### config.mk
export PLATFORM = sky130hd
export DESIGN_NAME = sdram_p0_line_buffer
export DESIGN_NICKNAME = d
export VERILOG_FILES = /design/src/rtl/sdram_p0_line_buffer.sv
export SDC_FILE = /design/constraint.sdc
export NUM_CORES = 1
export LEC_CHECK = 0
export CORE_ASPECT_RATIO = 1.1
export CORE_MARGIN = 10
export CORE_UTILIZATION = 35
export CTS_BUF_LIST = sky130_fd_sc_hd__clkbuf_8 sky130_fd_sc_hd__clkbuf_16
export DETAILED_ROUTE_END_ITERATION = 8
export SLEW_MARGIN = 20
export SYNTH_ARGS = -nofsm -noshare
export SYNTH_HDL_FRONTEND = slang
export SYNTH_SLANG_ARGS = --single-unit
### constraint.sdc
create_clock -name clk -period 5.58 [get_ports clk]
set_clock_uncertainty 0.1 [all_clocks]
set_input_delay 0.837 -clock clk [delete_from_list [all_inputs] [get_ports clk]]
set_output_delay 0.837 -clock clk [all_outputs]
set_load 0.01 [all_outputs]
### src/rtl/sdram_p0_line_buffer.sv
// Single-line read buffer with write-through in front of sdram port 0.
// Reads hit one cached 8-word line; misses fetch it with one burst.
module sdram_p0_line_buffer #(
    parameter int ADDR_WIDTH = 25,
    parameter int LINE_WORDS = 8
) (
    input  logic                    clk,
    input  logic                    reset,
    input  logic                    init_complete,
    input  logic [ADDR_WIDTH-1:0]   cl_addr,
    input  logic [15:0]             cl_wr_data,
    input  logic [1:0]              cl_byte_en,
    input  logic                    cl_wr,
    input  logic                    cl_rd,
    input  logic                    cl_flush,
    output logic [15:0]             cl_rd_data,
    output logic                    cl_rd_valid,
    output logic                    cl_busy,
    output logic [ADDR_WIDTH-1:0]   p0_addr,
    output logic [15:0]             p0_data,
    output logic [1:0]              p0_byte_en,
    output logic                    p0_wr_req,
    output logic                    p0_rd_req,
    input  logic                    p0_ready,
    input  logic [16*LINE_WORDS-1:0] p0_q
);

    localparam int OFF = $clog2(LINE_WORDS);
    localparam int TW  = ADDR_WIDTH - OFF;

    typedef enum logic [2:0] {
        INIT, IDLE, ISSUE, WAIT_ACK, WAIT_DONE, RESP
    } state_t;

    state_t                  state_q;
    logic                    is_wr_q;
    logic [ADDR_WIDTH-1:0]   addr_q;
    logic [15:0]             wdata_q;
    logic [1:0]              be_q;
    logic                    line_valid_q;
    logic [TW-1:0]           line_tag_q;
    logic [16*LINE_WORDS-1:0] line_data_q;

    logic [15:0]             rd_data_q;
    logic                    rd_valid_q;
    logic                    busy_q;
    logic [ADDR_WIDTH-1:0]   p0_addr_q;
    logic [15:0]             p0_data_q;
    logic [1:0]              p0_be_q;
    logic                    p0_wr_q;
    logic                    p0_rd_q;

    logic                    cl_hit;
    logic                    lat_hit;
    logic [OFF+3:0]          cl_sel;
    logic [OFF+3:0]          lat_sel;
    logic [15:0]             old_w;
    logic [15:0]             word_d;

    assign cl_hit  = line_valid_q && (line_tag_q == cl_addr[ADDR_WIDTH-1:OFF]);
    assign lat_hit = line_valid_q && (line_tag_q == addr_q[ADDR_WIDTH-1:OFF]);
    assign cl_sel  = {cl_addr[OFF-1:0], 4'b0000};
    assign lat_sel = {addr_q[OFF-1:0], 4'b0000};
    assign old_w   = line_data_q[lat_sel +: 16];

    // Byte-granular merge of the latched write into the cached word.
    assign word_d = {be_q[1] ? wdata_q[15:8] : old_w[15:8],
                     be_q[0] ? wdata_q[7:0]  : old_w[7:0]};

    always_ff @(posedge clk) begin
        if (!reset) begin
            state_q      <= INIT;
            line_valid_q <= 1'b0;
            is_wr_q      <= 1'b0;
            addr_q       <= '0;
            wdata_q      <= '0;
            be_q         <= '0;
            rd_data_q    <= '0;
            rd_valid_q   <= 1'b0;
            busy_q       <= 1'b1;
            p0_addr_q    <= '0;
            p0_data_q    <= '0;
            p0_be_q      <= '0;
            p0_wr_q      <= 1'b0;
            p0_rd_q      <= 1'b0;
        end else begin
            rd_valid_q <= 1'b0;
            rd_data_q  <= '0;
            unique case (state_q)
                INIT: begin
                    if (init_complete && p0_ready) begin
                        state_q <= IDLE;
                        busy_q  <= 1'b0;
                    end
                end
                IDLE: begin
                    if (cl_flush) begin
                        line_valid_q <= 1'b0;
                    end else if (cl_wr) begin
                        addr_q  <= cl_addr;
                        wdata_q <= cl_wr_data;
                        be_q    <= cl_byte_en;
                        is_wr_q <= 1'b1;
                        state_q <= ISSUE;
                        busy_q  <= 1'b1;
                    end else if (cl_rd && cl_hit) begin
                        rd_valid_q <= 1'b1;
                        rd_data_q  <= line_data_q[cl_sel +: 16];
                        state_q    <= RESP;
                        busy_q     <= 1'b1;
                    end else if (cl_rd) begin
                        addr_q  <= cl_addr;
                        is_wr_q <= 1'b0;
                        state_q <= ISSUE;
                        busy_q  <= 1'b1;
                    end
                end
                ISSUE: begin
                    if (is_wr_q) begin
                        p0_wr_q   <= 1'b1;
                        p0_addr_q <= addr_q;
                        p0_data_q <= wdata_q;
                        p0_be_q   <= be_q;
                    end else begin
                        p0_rd_q   <= 1'b1;
                        p0_addr_q <= {addr_q[ADDR_WIDTH-1:OFF], {OFF{1'b0}}};
                        p0_data_q <= '0;
                        p0_be_q   <= 2'b11;
                    end
                    state_q <= WAIT_ACK;
                end
                WAIT_ACK: begin
                    if (!p0_ready) begin
                        p0_wr_q   <= 1'b0;
                        p0_rd_q   <= 1'b0;
                        p0_addr_q <= '0;
                        p0_data_q <= '0;
                        p0_be_q   <= '0;
                        state_q   <= WAIT_DONE;
                    end
                end
                WAIT_DONE: begin
                    if (p0_ready) begin
                        if (is_wr_q) begin
                            state_q <= IDLE;
                            busy_q  <= 1'b0;
                        end else begin
                            line_valid_q <= 1'b1;
                            rd_valid_q   <= 1'b1;
                            rd_data_q    <= p0_q[lat_sel +: 16];
                            state_q      <= RESP;
                        end
                    end
                end
                RESP: begin
                    state_q <= IDLE;
                    busy_q  <= 1'b0;
                end
                default: state_q <= INIT;
            endcase
        end
    end

    // Line contents and tag are qualified by line_valid_q, so they need no reset.
    always_ff @(posedge clk) begin
        if (state_q == ISSUE && is_wr_q && lat_hit) begin
            line_data_q[lat_sel +: 16] <= word_d;
        end else if (state_q == WAIT_DONE && !is_wr_q && p0_ready) begin
            line_data_q <= p0_q;
            line_tag_q  <= addr_q[ADDR_WIDTH-1:OFF];
        end
    end

    assign cl_rd_data  = rd_data_q;
    assign cl_rd_valid = rd_valid_q;
    assign cl_busy     = busy_q;
    assign p0_addr     = p0_addr_q;
    assign p0_data     = p0_data_q;
    assign p0_byte_en  = p0_be_q;
    assign p0_wr_req   = p0_wr_q;
    assign p0_rd_req   = p0_rd_q;

endmodule

After elaboration in Yosys (flattened, before gate mapping)
Index checks and enable logic that the tools add are counted.
Widths: inputs -> output; s select.
{"block": "classes", "n_addsub": 1, "n_reduce_logical": 24, "eq_ne": 18, "bitwise_logic": 2, "mux": 57, "n_shift": 5}
{"cell": "$shiftx 128x8->16", "count": 3}
{"cell": "$mux 128", "count": 2}
{"cell": "$bwmux 128", "count": 1}
{"cell": "$shift 16x9->128 const A", "count": 1}
{"cell": "$shiftx 16x9->128", "count": 1}
{"cell": "$mux 16", "count": 7}
{"cell": "$mux 25", "count": 4}
{"cell": "$pmux 16 s2", "count": 2}
{"cell": "$pmux 25 s2", "count": 1}
{"cell": "$eq 22x22->1", "count": 2}
{"cell": "$mux 3", "count": 9}
{"cell": "$mux 1", "count": 20}
{"cell": "$ne 2x2->1 const B", "count": 10}
{"cell": "$pmux 3 s6", "count": 1}
{"cell": "$mux 8", "count": 2}
{"cell": "$neg 7->9", "count": 1}
{"cell": "$reduce_and 3->1", "count": 3}
{"cell": "$logic_and 1x1->1", "count": 8}
{"cell": "$pmux 1 s2", "count": 4}
{"cell": "$reduce_and 4->1", "count": 2}
{"cell": "$reduce_bool 2->1", "count": 4}
{"cell": "$eq 3x2->1 const B", "count": 2}
{"cell": "$eq 3x3->1 const B", "count": 2}
{"cell": "$reduce_and 6->1", "count": 1}
{"cell": "11 further kinds", "count": 14}
{"block": "word_totals", "wordCells": 123, "out_inout_bits": 63, "input_bits": 178, "register_bits": 261}

Logic depth before layout (Yosys ltp)
Gate-level depths: netlist of the first run.
{"block": "logic_depth", "ltp_word": 7, "ltp_mapped": 11, "depth_no_buf": 7}

Least setup slack after synthesis of the first run
Ideal clock, no wire load.
{"block": "synth_path", "kind": "flip-flop to flip-flop", "from": "register, netlist name addr_q[1]", "to": "register line_data_q[64], enable pin", "path_buffers": 4, "arrival_ns": 3.320, "synth_period_minus_slack_ns": 3.812, "setup_ns": 0.392, "slack_ns": 1.768, "required_ns": 5.088, "path_stages_with_launch": 11, "cell_sequence": "dfxtp_1 clkbuf_1 buf_1 clkbuf_1 inv_1 ha_1 ha_1 nor2b_1 nand3_1 buf_2 o21bai_1"}
{"item": "to (signal, indexed assignment)", "line": "167", "source": "line_data_q[lat_sel +: 16] <= word_d;"}
{"item": "to (signal assigned)", "line": "169", "source": "line_data_q <= p0_q;"}
{"item": "to (decl)", "line": "42", "source": "logic [16*LINE_WORDS-1:0] line_data_q;"}

Final worst setup path of the first run
{"block": "layout_path", "from": "register state_q[1]", "to": "register line_data_q[93], enable pin"}
{"block": "layout_between", "elab_chain_len": 4, "elab_cells_between_ends": 7, "classes_between": "2 x eq/ne; 5 x reduce/logical"}
{"item": "from (decl)", "line": "35", "source": "state_t state_q;"}
{"item": "from (signal assigned)", "line": "72", "source": "state_q <= INIT;"}
{"item": "from (signal assigned)", "line": "92", "source": "state_q <= IDLE;"}
{"item": "from (signal assigned)", "line": "104", "source": "state_q <= ISSUE;"}
{"item": "$eq 3x2->1 / $eq 3x3->1 (equally long branches)", "line": "166, 168"}
{"item": "$logic_and 1x1->1 (on tied branches) (2 in a row)", "line": "166, 168"}
{"item": "$reduce_bool 2->1 (no line) *"}
Mark *: on every way between the ends. The rest lies on a longest branch, timed or not.
A chain may end at the register's enable or synchronous reset.

==> flow_summary.toml, run 1 <==
[synth]
synth_compound_area_share_pct = 8.47
syn-mean-instance-area_um2 = 12.2
yosys_warnings = 0
ys_ff_latch = 261
number_of_nets_in_the_synthesized_netlist = 1341
synth_cells = 1158
xor_xnor_share_of_the_synthesized_area_pct = 2.73
ys_seq_area_share_pct = 47.7
synthSimpleGateAreaFrac_pct = 10.5
post_synthesis_share_of_cell_area_spent_on_full_adders_half_adders_and_majority_gates_pct = 0.443
synth.area.mux_share_pct = 26.9
dominant_combinational_cell_family_by_area_after_synthesis = "multiplexers"
synthesis.area_um2 = 14100
netlist-cell-type-count = 50
synth_enable_flop_cells = 150
synth_async_sr_flop_share_pct = 0
postSynth.topFlopCell = "sky130_fd_sc_hd__edfxtp_1"

[timing]
totalNegativeSetupSlack_ns = 0
max_slew.worst_pin.slew_ns = 1.17
maxClockFrequency_mhz = 258
grt_setup_unrepaired = "no"
final_hold_viol_count = 0
max_slew_margin_vs_limit_pct = 21.7
min_period_over_period_pct = 69.4
finalSetupViolations = 0
finalWorstPathRequiredPeriod_ns = 3.88
final_max_slew_viol_count = 0
whs_ns = 0.380

[finish]
flow.area_growth_from_synthesis_pct = 26.7
final_layout_size_suffix_gt1_share_pct = 20.5
final.fill_count = 3647
design.final.nets = 1547
layout.area.seq_um2 = 6730
multi_input_area_um2 = 6940
final_core_util_pct = 44.7

[place]
routability_congestion_estimate = 0.856
detailed_place_hpwl_mm = 33.9
portBuffers = 240

[worst_setup_path]
worstSetupEndpointType = "flip-flop"
critical_path_required_ns = 5.67
critical_path_buf_inv_count = 1
cp.arrival_ns = 3.96
setup.worst_path.start_class = "flip-flop"
cpPeakStageDelay_ns = 0.93
crit_chain = "nor3b_2 > and2_1 > nand4_1 > nor4_4 > buf_12 > a31o_2"
timing_worst_setup_path_type = "reg -> reg"
critical_path_peak_fanout = 102
worst_path_max_delay_cell = "sky130_fd_sc_hd__nor3b_2"
worst_path_dominant_cell_family = "simple AND/OR/NAND/NOR gates"

[floorplan]
die-width_um = 211
pin_count = 241
rows = 77
coreArea_um2 = 40000
chipHeight_um = 231
floorplan.die_area_um2 = 48800
initial_core_util_pct = 35.3

[detailed_routing]
vias_per_cell = 5.64
drt-initial-drc-count = 906
post_route_drc = 0
detail_route.first_pass.iterations = 6
route.detailed.wl_per_inst_um = 24.8
final_antenna_net_count = 0
route.vias.total = 10700
total_wire_length_after_detailed_routing_mm = 47.1

[global_routing]
grt_max_degree = 103
wire_length_of_the_first_global_routing_pass_mm = 70.6
leftover_overflow_at_the_end_of_global_routing = 0
grt_antenna_before_repair = 3
grt_pass1_vias = 11300
grtUsageTotal_pct = 18.8

[clocking]
tritoncts.num_buffers = 30
ctsRootBufferMaster = "sky130_fd_sc_hd__clkbuf_16"
clk_latency_ns = 0.56
cts.hold.buffers_added = 0
clock_tree.htree_level_count = 1
clk_path_buf_depth = 3
cts.reportedPaths.clkPinSlew_ns = 0.06
clock_tree_from_tritoncts = "yes"
postCtsSetupBuffers = 0
post_cts_resize_count = 0
numClockSinks = 261

[power_and_ir_drop]
leakage_nw = 5.95
ir_drop_uv = 216
power.density_nw_per_um2 = 253

[outcome]
outcome = "complete, no violations"

[worst_hold_path]
worst_hold_class = "reg -> reg"

[job]
max_cap_violations = 0
==> power by group <==
part | total, mW | internal [mW] | switching (mW)
Clock | 1.98 | 1.16 | 0.819
Sequential | 2.06 | 2.04 | 0.0207
Combinational | 0.486 | 0.259 | 0.227
Total | 4.53 | 3.46 | 1.07
==> path summary, 6_finish.rpt <==
kind | startpoint | end | slack, ns | cells past startpoint
worst max-delay path | state_q[1] | line_data_q[93] | 1.70 | 6
worst min-delay path | wdata_q[2] | wdata_q[2] | 0.38 | 2
worst max register to register | state_q[1] | line_data_q[93] | 1.70 | 6
worst min register to register | wdata_q[2] | wdata_q[2] | 0.38 | 2
==> layer usage <==
| metal | track usage, % | wire [um] | share of wire (%) | vias up |
|---|---|---|---|---|
| met1 | 24.8 | 19800 | 42 | 5381 |
| met2 | 30.6 | 22100 | 47 | 480 |
| li1 | - | - | - | 4777 |
| met3 | 4.46 | 4230 | 9.0 | 77 |
| met4 | 4.83 | 1000 | 2.1 | 4 |
| met5 | 0 | 23 | 0.049 | - |
==> worst reg2reg max path, stage by stage, from the launching register on <==
cell                      delay [ns]
sky130_fd_sc_hd__dfxtp_1        0.55
sky130_fd_sc_hd__nor3b_2        0.93
sky130_fd_sc_hd__and2_1         0.26
sky130_fd_sc_hd__nand4_1        0.14
sky130_fd_sc_hd__nor4_4         0.37
sky130_fd_sc_hd__buf_12         0.48
sky130_fd_sc_hd__a31o_2         0.67
==> synth_stat cells, drive strengths merged (7+ instances only) <==
master,number,share of area [%]
o21ai,32,1.5
nand4,22,0.98
buf,43,2.0
nor2,180,4.8
o22a,16,0.99
mux2,130,10
mux4,96,15
mux2i,17,1.2
clkbuf,41,1.1
a31o,7,0.43
xnor2,41,2.5
edfxtp,150,32
a22o,25,1.6
nand2,110,2.9
a22oi,42,2.2
a21oi,26,0.92
dfxtp,111,16
==> logic make-up (layout without fill, tap and decap cells) <==
family	Yosys count	after routing
multiplexers	243	243
adder cells (fa/ha/maj)	5	5
XOR/XNOR	44	44
buffers and inverters	91	321
other	0	1
AND/OR/NAND/NOR	351	351
flip-flops	261	261
AO/OA/AOI/OAI	163	163
==> registers in the layout, indices dropped and copies added, names as in the netlist, 2 cells and up <==
register     flops
p0_addr         25
state_q          3
p0_byte_en       2
wdata_q         16
addr_q          25
p0_data         16
be_q             2
cl_rd_data      16
line_data_q    128
line_tag_q      22
==> layout make-up <==
cell class	instances	area share, %
inverters	7	0.147
flip-flops and latches	261	37.7
clock inverters	19	0.637
repair buffers	258	14.2
multi-input cells	806	38.8
clock buffers	37	4.93
well taps	513	3.59
diodes	1	0.0140
==> stage by stage <==
stage | power [mW] | instances | setup WS, ns | instance area (um^2)
finish | 4.53 | 1902 | 1.70 | 17900
global route | 4.68 | 1901 | 1.45 | 17900
CTS | 4.56 | 1901 | 1.72 | 17900
detailed placement | 2.59 | 1845 | 1.74 | 16900
global placement | 2.58 | 1845 | 1.78 | 16900
floorplan | 2.35 | 1158 | 1.77 | 14100
==> layout by cell type (no fill, tap or decap), types with 5 or more instances in the layout <==
cell type / Yosys / layout
sky130_fd_sc_hd__clkdlybuf4s50_1: 0 / 239
sky130_fd_sc_hd__a31o_2: 7 / 7
sky130_fd_sc_hd__nand2b_1: 6 / 6
sky130_fd_sc_hd__mux2_1: 36 / 36
sky130_fd_sc_hd__o22a_1: 16 / 16
sky130_fd_sc_hd__clkbuf_16: 0 / 33
sky130_fd_sc_hd__nor2_1: 180 / 180
sky130_fd_sc_hd__edfxtp_1: 150 / 150
sky130_fd_sc_hd__nand2_1: 110 / 110
sky130_fd_sc_hd__a22oi_1: 42 / 42
sky130_fd_sc_hd__xnor2_1: 41 / 41
sky130_fd_sc_hd__mux2i_1: 17 / 17
sky130_fd_sc_hd__mux4_2: 96 / 96
sky130_fd_sc_hd__mux2_2: 94 / 94
sky130_fd_sc_hd__o21ai_0: 16 / 16
sky130_fd_sc_hd__a22o_1: 25 / 25
sky130_fd_sc_hd__nand4_1: 22 / 22
sky130_fd_sc_hd__buf_4: 7 / 17
sky130_fd_sc_hd__inv_1: 4 / 13
sky130_fd_sc_hd__o21ai_2: 13 / 13
sky130_fd_sc_hd__ha_1: 5 / 5
sky130_fd_sc_hd__nor3_1: 5 / 5
sky130_fd_sc_hd__dfxtp_1: 111 / 109
sky130_fd_sc_hd__a21oi_1: 26 / 26
(Power assumes the default switching activity.)
==> run 2: changes to the inputs <==
==> constraint.sdc (replaced) <==
create_clock -name clk -period 4 [get_ports clk]
set_clock_uncertainty 0.1 [all_clocks]
set_input_delay 0.6 -clock clk [delete_from_list [all_inputs] [get_ports clk]]
set_output_delay 0.6 -clock clk [all_outputs]
set_load 0.01 [all_outputs]
==> run 2 against run 1 <==
Net effect:
- non-clock buffer count is 12 higher
- final cell count is 0.58% higher
- register-to-register slack worse by 0.89 ns
- count of clock-buffer cells in the layout is 4 higher
- critical endpoint is now line_data_q[38]
- cell area is 1.2% higher
- first-iteration DRC count is 1.3% lower
- die area stayed put
- core utilization is 0.53 points higher
- fmax is 22% higher
- flip-flop and latch count stayed put
- hold slack better by 0.0027 ns
- combinational power is 43% higher
==> flow_summary.toml, run 2 (synthesized netlist as in run 1, its figures left out) <==
[clocking]
clock_tree_from_tritoncts = "yes"
clk_path_buf_depth = 3
cts.hold.buffers_added = 0
clk_latency_ns = 0.58
cts.reportedPaths.clkPinSlew_ns = 0.06
post_cts_resize_count = 0
ctsRootBufferMaster = "sky130_fd_sc_hd__clkbuf_16"
numClockSinks = 261
tritoncts.num_buffers = 30
postCtsSetupBuffers = 0
clock_tree.htree_level_count = 1

[place]
detailed_place_hpwl_mm = 33.9
portBuffers = 240
routability_congestion_estimate = 0.871

[finish]
registers.top_by_ff_count = "line_data_q"
multi_input_area_um2 = 6940
layout.area.seq_um2 = 6730
flow.area_growth_from_synthesis_pct = 28.2
layout_commonest_cell = "sky130_fd_sc_hd__clkdlybuf4s50_1"
largest_register_ff_count = 128
final.fill_count = 3639
commonest_non_fill_non_tap_cells_in_the_layout = "sky130_fd_sc_hd__clkdlybuf4s50_1, sky130_fd_sc_hd__nor2_1, sky130_fd_sc_hd__edfxtp_1"
design.final.nets = 1559
final_layout_size_suffix_gt1_share_pct = 21.6
antenna_cells = 0

[power_and_ir_drop]
leakage_nw = 6.03
ir_drop_uv = 326
internal_power_mw = 4.96
power.switching_fraction_pct = 23.5
power.density_nw_per_um2 = 358
portion_of_total_power_attributed_to_combinational_logic_pct = 10.7
clkPwrFrac_pct = 44.9
power_frac_seq_pct = 44.4
design_power_total_mw = 6.48
power.switching_mw = 1.52

[detailed_routing]
final_antenna_net_count = 0
drt-initial-drc-count = 894
vias_per_cell = 5.63
total_wire_length_after_detailed_routing_mm = 47.2
route.vias.total = 10800
post_route_drc = 0
route.detailed.wl_per_inst_um = 24.7
detail_route.first_pass.iterations = 6

[worst_setup_path]
crit_chain = "xnor2_1 > nand4_1 > or3_1 > nor4_4 > buf_12 > buf_4 > mux2_2"
worst_path_max_delay_cell = "sky130_fd_sc_hd__buf_4"
critical_path_buf_inv_count = 2
critical_path_required_ns = 4.21
worst_path_dominant_cell_family = "buffers and inverters"
worstSetupEndpointType = "flip-flop"
cpPeakStageDelay_ns = 0.52
cp.arrival_ns = 3.40
timing_worst_setup_path_type = "reg -> reg"
setup.worst_path.start_class = "flip-flop"
critical_path_peak_fanout = 58

[global_routing]
grt_max_degree = 73
global_route.peak_usage_layer = "met2"
grt_antenna_before_repair = 1
global_route.usage.met1_pct = 25.2
grtUsageTotal_pct = 18.9
gr-usage-met2_pct = 29.9
global_route.usage.met3_pct = 5.01
wire_length_of_the_first_global_routing_pass_mm = 70.9
leftover_overflow_at_the_end_of_global_routing = 0
grt_pass1_vias = 11200

[timing]
final_hold_viol_count = 0
max_slew.worst_pin.slew_ns = 0.920
max_slew_margin_vs_limit_pct = 38.5
grt_setup_unrepaired = "no"
final_max_slew_viol_count = 0
min_period_over_period_pct = 79.7
maxClockFrequency_mhz = 314
whs_ns = 0.383
finalWorstPathRequiredPeriod_ns = 3.19
totalNegativeSetupSlack_ns = 0
finalSetupViolations = 0

[floorplan]
rows = 77
initial_core_util_pct = 35.3
floorplan.die_area_um2 = 48800
die-width_um = 211
coreArea_um2 = 40000
pin_count = 241
chipHeight_um = 231

[outcome]
outcome = "complete, no violations"

[worst_hold_path]
worst_hold_class = "reg -> reg"

[job]
max_cap_violations = 0
## run 2: changes by cell type in the layout (fill, tap and decap cells not counted), sizes merged
cell | before | now
buf | 19 | 31
clkbuf | 37 | 41
clkinv | 7 | 12
inv | 18 | 9
diode | 1 | 0
## run 2: cell type report
cell class | instances | area share [%]
multi-input cells | 806 | 38.3
flip-flops and latches | 261 | 37.2
repair buffers | 270 | 14.8
clock buffers | 41 | 5.30
well taps | 513 | 3.55
clock inverters | 15 | 0.622
inverters | 7 | 0.145
## run 2: final timing paths
path	startpoint	endpoint	slack, ns	depth (start not counted)
worst max-delay path	line_tag_q[9]	line_data_q[38]	0.81	7
worst min register to register	be_q[1]	be_q[1]	0.38	2
worst min-delay path	be_q[1]	be_q[1]	0.38	2
worst max register to register	line_tag_q[9]	line_data_q[38]	0.81	7
## run 2: through the flow
stage | setup WS (ns) | utilization (%) | instance area, um^2 | instances
after detailed placement | 0.915 | 42.6 | 17000 | 1857
after global placement | 0.914 | 42.6 | 17000 | 1857
after CTS | 0.881 | 45.3 | 18100 | 1913
after floorplan | 0.188 | - | 14100 | 1158
final | 0.811 | 45.3 | 18100 | 1913
after global routing | 0.664 | 45.3 | 18100 | 1913
## run 2: power groups by stage
stage / logic (mW) / registers (mW) / clock network, mW
4_1_cts: 0.692 / 2.87 / 2.96
5_1_grt: 0.742 / 2.88 / 3.06
3_5_place_dp: 0.689 / 2.93 / 0
2_1_floorplan: 0.352 / 2.92 / 0
3_3_place_gp: 0.687 / 2.93 / 0
6_report: 0.696 / 2.87 / 2.91
## run 2: worst min-delay path: stages (launching register included)
cell                      delay [ns]
sky130_fd_sc_hd__dfxtp_1        0.32
sky130_fd_sc_hd__nand2_1        0.06
sky130_fd_sc_hd__a21oi_1        0.05
## run 2: per-layer routing
metal	vias up	wire (um)
li1	4820	-
met1	5372	19800
met2	494	21800
met3	79	4510
met4	2	1090
met5	-	12
